## src/rtl/contador_pkg.sv

```systemverilog
// rtl/contador_pkg.sv - shared mode constants and parameter legality check for the occupancy counter
package contador_pkg;

  localparam bit MODE_SAT  = 1'b0;
  localparam bit MODE_WRAP = 1'b1;

  // True when MAX fits in WIDTH bits and the thresholds sit inside the range.
  function automatic bit params_ok(input int width, input int max,
                                   input int ae_thresh, input int af_thresh);
    longint unsigned lim;
    lim = (longint'(1) << width) - 1;
    return (width >= 1) && (max >= 1) && (longint'(max) <= lim) &&
           (ae_thresh >= 0) && (ae_thresh < max) &&
           (af_thresh > 0) && (af_thresh <= max);
  endfunction

endpackage

```

## src/rtl/contador_nbits_flags.sv

```systemverilog
// rtl/contador_nbits_flags.sv - combinational occupancy decodes of a count value
module contador_nbits_flags #(
  parameter int WIDTH     = 4,
  parameter int MAX       = 15,
  parameter int AE_THRESH = 2,
  parameter int AF_THRESH = 12
) (
  input  logic [WIDTH-1:0] count,
  output logic             empty,
  output logic             full,
  output logic             almost_empty,
  output logic             almost_full
);

  localparam logic [WIDTH-1:0] MAX_W = WIDTH'(MAX);
  localparam logic [WIDTH-1:0] AE_W  = WIDTH'(AE_THRESH);
  localparam logic [WIDTH-1:0] AF_W  = WIDTH'(AF_THRESH);

  assign empty        = (count == '0);
  assign full         = (count == MAX_W);
  assign almost_empty = (count <= AE_W);
  assign almost_full  = (count >= AF_W);

endmodule

```

## src/rtl/contador_nbits.sv

```systemverilog
// rtl/contador_nbits.sv - parametrised up/down occupancy counter with range, modes and sticky errors
module contador_nbits
  import contador_pkg::*;
#(
  parameter int WIDTH     = 4,
  parameter int MAX       = 15,
  parameter int AE_THRESH = 2,
  parameter int AF_THRESH = 12,
  parameter bit WRAP      = MODE_SAT
) (
  input  logic             clk,
  input  logic             rst_n,
  input  logic             clr,
  input  logic             load,
  input  logic [WIDTH-1:0] load_val,
  input  logic             en,
  input  logic             inc,
  input  logic             dec,
  input  logic             err_clr,
  output logic [WIDTH-1:0] count,
  output logic             empty,
  output logic             full,
  output logic             almost_empty,
  output logic             almost_full,
  output logic             ovf,
  output logic             udf
);

  generate
    if (!params_ok(WIDTH, MAX, AE_THRESH, AF_THRESH)) begin : g_illegal_params
      $error("contador_nbits: illegal WIDTH/MAX/threshold combination");
    end
  endgenerate

  localparam logic [WIDTH-1:0] MAX_W = WIDTH'(MAX);
  localparam logic [WIDTH:0]   MAX_X = (WIDTH+1)'(MAX);

  logic [WIDTH-1:0] count_q, count_d;
  logic             ovf_q, udf_q;
  logic             ovf_evt, udf_evt;
  logic [WIDTH:0]   cnt_x, inc_x, dec_x, load_x;

  assign cnt_x  = {1'b0, count_q};
  assign inc_x  = cnt_x + 1'b1;
  assign dec_x  = cnt_x - 1'b1;
  assign load_x = {1'b0, load_val};

  // Bit WIDTH of dec_x is the borrow out, i.e. the counter was already at zero.
  always_comb begin
    count_d = count_q;
    ovf_evt = 1'b0;
    udf_evt = 1'b0;
    if (clr) begin
      count_d = '0;
    end else if (load) begin
      if (load_x > MAX_X) begin
        count_d = MAX_W;
        ovf_evt = 1'b1;
      end else begin
        count_d = load_val;
      end
    end else if (en && inc && !dec) begin
      if (inc_x <= MAX_X) begin
        count_d = inc_x[WIDTH-1:0];
      end else begin
        count_d = (WRAP == MODE_WRAP) ? '0 : MAX_W;
        ovf_evt = 1'b1;
      end
    end else if (en && dec && !inc) begin
      if (!dec_x[WIDTH]) begin
        count_d = dec_x[WIDTH-1:0];
      end else begin
        count_d = (WRAP == MODE_WRAP) ? MAX_W : '0;
        udf_evt = 1'b1;
      end
    end
  end

  always_ff @(posedge clk or negedge rst_n) begin
    if (!rst_n) begin
      count_q <= '0;
      ovf_q   <= 1'b0;
      udf_q   <= 1'b0;
    end else begin
      count_q <= count_d;
      ovf_q   <= ovf_evt | (ovf_q & ~err_clr);
      udf_q   <= udf_evt | (udf_q & ~err_clr);
    end
  end

  assign count = count_q;
  assign ovf   = ovf_q;
  assign udf   = udf_q;

  contador_nbits_flags #(
    .WIDTH     (WIDTH),
    .MAX       (MAX),
    .AE_THRESH (AE_THRESH),
    .AF_THRESH (AF_THRESH)
  ) u_flags (
    .count        (count_q),
    .empty        (empty),
    .full         (full),
    .almost_empty (almost_empty),
    .almost_full  (almost_full)
  );

endmodule

```

## config.mk

```make
export PLATFORM = sky130hd
export DESIGN_NAME = contador_nbits
export DESIGN_NICKNAME = d
export VERILOG_FILES = /design/src/rtl/contador_pkg.sv /design/src/rtl/contador_nbits_flags.sv /design/src/rtl/contador_nbits.sv
export SDC_FILE = /design/constraint.sdc
export NUM_CORES = 1
export LEC_CHECK = 0
export ABC_AREA = 1
export BUFFER_PORTS_ARGS = -buffer_cell sky130_fd_sc_hd__buf_2
export CORE_MARGIN = 2
export CORE_UTILIZATION = 40
export CTS_BUF_LIST = sky130_fd_sc_hd__clkbuf_4 sky130_fd_sc_hd__clkbuf_8
export CTS_CLUSTER_DIAMETER = 50
export DETAILED_ROUTE_END_ITERATION = 7
export PLACE_DENSITY_LB_ADDON = 0.2
export SYNTH_ARGS = -nofsm -noshare
export SYNTH_HDL_FRONTEND = slang
export SYNTH_HIERARCHICAL = 1
export SYNTH_SLANG_ARGS = --single-unit
```

## constraint.sdc

```tcl
create_clock -name clk -period 3.69 [get_ports clk]
set_input_delay 0.738 -clock clk [delete_from_list [all_inputs] [get_ports clk]]
set_output_delay 0.738 -clock clk [all_outputs]
set_load 0.05 [all_outputs]
```

==> qor.csv <==
stage;metric;value;unit
outcome;status;finished clean;
clock_tree;holdBufCountCts;0;
global_routing;antenna_found_initial;0;
critical_path;cp.required;2.95;ns
detailed_routing;wl_met2;684;um
final_layout;nNetsFinal;144;
floorplanning;die-area;1880;um^2
detailed_routing;first_iter_violations;15;
logic_synthesis;netlist-cell-type-count;17;
detailed_routing;via_per_inst;4.80;
logic_synthesis;synth_area;621;um^2
floorplanning;rows;14;
timing;period_minus_slack;2.01;ns
global_routing;grt_pass1_wl;2.45;mm
placement;place_hpwl;1.11;mm
timing;max-slew-margin-rel;76.0;%
timing;skew;0.000809;ns
timing;setup_slack;1.68;ns
timing;slew_violations;0;
detailed_routing;final_antenna_net_count;0;
timing;hold_viol_final;0;
floorplanning;initial_core_util;42.2;%
clock_tree;cts_tree;yes;
timing;rsz0062_at_grt;no;
min_path;hp-class;input port to async pin;
critical_path;startpoint_type;flip-flop;
final_layout;num_antenna_cells;0;
clock_tree;cts.sinks;6;
logic_synthesis;synthCells;103;
critical_path;worstSetupEndpointType;output port;
detailed_routing;top_layer;met4;
critical_path;crit_fanout;10;
floorplanning;core_area;1470;um^2
logic_synthesis;yosysSeqAreaShare;24.2;%
critical_path;worstSetupPathType;flip-flop to output port;
flow_run;maxCapViolCount;0;
global_routing;gr-total-overflow;0;
clock_tree;cts.clk_slew.worst_paths;0.05;ns
detailed_routing;first_pass_iters;4;
global_routing;grt_max_degree;11;
logic_synthesis;synth_area_per_cell;6.03;um^2
detailed_routing;vias;686;
placement;portBuffers;21;
floorplanning;io_pins;22;
detailed_routing;dr_wl_met3;84;um
floorplanning;die_h;43.4;um
detailed_routing;drt-wirelength-per-cell;9.80;um
logic_synthesis;syn_nets;118;
power_and_ir_drop;power_density;365;nW/um^2
floorplanning;dieWidth;43.4;um
clock_tree;cts_resized;0;
placement;dp.cells;140;
timing;tns;0;ns
placement;preCtsSetupSlack;1.93;ns
power_and_ir_drop;p_leak;0.469;nW
clock_tree;cts_htree_levels;1;
power_and_ir_drop;fin_total_pwr;0.281;mW
clock_tree;postCtsSetupRepairBufs;0;
final_layout;syn_to_final_growth;23.8;%
critical_path;r2r_setup_slack;2.07;ns
clock_tree;clk_path_buf_depth;2;
clock_tree;cts-root-buf;clkbuf_4;
power_and_ir_drop;ir_drop;0.211;mV
detailed_routing;drt-total-wl;1.40;mm
clock_tree;cts-buffers-inserted;3;
final_layout;final_cells;143;
global_routing;grt_pass1_vias;584;
final_layout;mostFrequentLayoutCells;29 x nand2_1, 21 x buf_2, 20 x nor2_1;
final_layout;fillers;158;
detailed_routing;drc;0;
final_layout;drive_gt1_share;29.1;%
logic_synthesis;ys_seq_elements;6;
critical_path;cp.arrival;1.28;ns
timing;max_freq;496;MHz
critical_path;r2r_end;count[0];
critical_path;crit-reg2reg-launch;count[0];
timing;fin_crit_sh;54.6;%
timing;setup_viol;0;
final_layout;layout.cells.most_common;nand2_1;
placement;gp_congestion;0.829;
clock_tree;clk_latency;0.25;ns
global_routing;grtUsageTotal;17.1;%
critical_path;r2r_cells;10;
timing;tightest_slew;0.360;ns
detailed_routing;wl_met1;623;um
logic_synthesis;synth_warnings;6;
## state kept, by name, summed over array words and instances (netlist names)
signal / count
udf: 1
ovf: 1
count: 4
## metal layers
| metal | up-vias | track usage [%] |
|---|---|---|
| met5 | - | 0 |
| met4 | 0 | 3.64 |
| met3 | 2 | 5.42 |
| met2 | 23 | 26.9 |
| met1 | 292 | 23.3 |
| li1 | 369 | - |
## logic make-up after synthesis
kind of cell               synth area share, %
buffers and inverters                     14.3
DFF                                       24.2
AOI/OAI and AO/OA                         7.66
adders and majority gates                 6.05
and+or+nand+nor                           47.8
## critical path, stage by stage, from the launching register on
cell	delay, ns
dfrtp_1	0.55
nand2_1	0.13
nor2_2	0.09
buf_2	0.26
## final cells by class
cell class	instances	area (um^2)	area share [%]
Inverter	20	88.8	11.6
Tap cell	16	20.0	2.61
Sequential cell	6	150	19.5
Multi-Input combinational cell	77	382	49.7
Clock buffer	3	22.5	2.93
Timing Repair Buffer	21	105	13.7
## how the worst max path moves through the flow
stage | slack (ns) | cells after the start | endpoint | start
6_report | 1.68 | 3 | full | count[3]
3_5_place_dp | 1.93 | 3 | full | count[3]
2_1_floorplan | 1.50 | 3 | empty | count[2]
3_3_place_gp | 1.96 | 3 | full | count[2]
4_1_cts | 1.67 | 3 | full | count[3]
5_1_grt | 1.58 | 3 | full | count[1]
## per-stage QoR
step                hold slack [ns]  instance area, um^2  utilization [%]
floorplan                     0.442                  621                -
global route                  0.295                  768             52.2
finish                        0.301                  768             52.2
detailed placement            0.504                  746             50.7
CTS                           0.303                  768             52.2
global placement              0.500                  746             50.7
## synthesized netlist by cell type
| cell | count | share of area, % |
|---|---|---|
| a21oi_2 | 1 | 1.4 |
| bufinv_8 | 1 | 2.8 |
| dfrtp_1 | 6 | 24 |
| ha_1 | 3 | 6.0 |
| inv_1 | 16 | 9.7 |
| inv_2 | 3 | 1.8 |
| nand2_1 | 29 | 18 |
| nand2_2 | 3 | 3.0 |
| nand3_1 | 8 | 6.5 |
| nand3_2 | 1 | 1.6 |
| nand3_4 | 1 | 2.8 |
| nand3b_1 | 1 | 1.2 |
| nand4_1 | 1 | 1.0 |
| nor2_1 | 20 | 12 |
| nor2_2 | 2 | 2.0 |
| o21ai_1 | 6 | 4.8 |
| o21ai_2 | 1 | 1.4 |
## report_power, final
part / internal (mW) / total [mW] / switching [mW]
Combinational: 0.0410 / 0.133 / 0.0915
Sequential: 0.0714 / 0.0865 / 0.0151
Clock: 0.0369 / 0.0618 / 0.0249
Note: power is estimated with default switching activity, not from simulation.
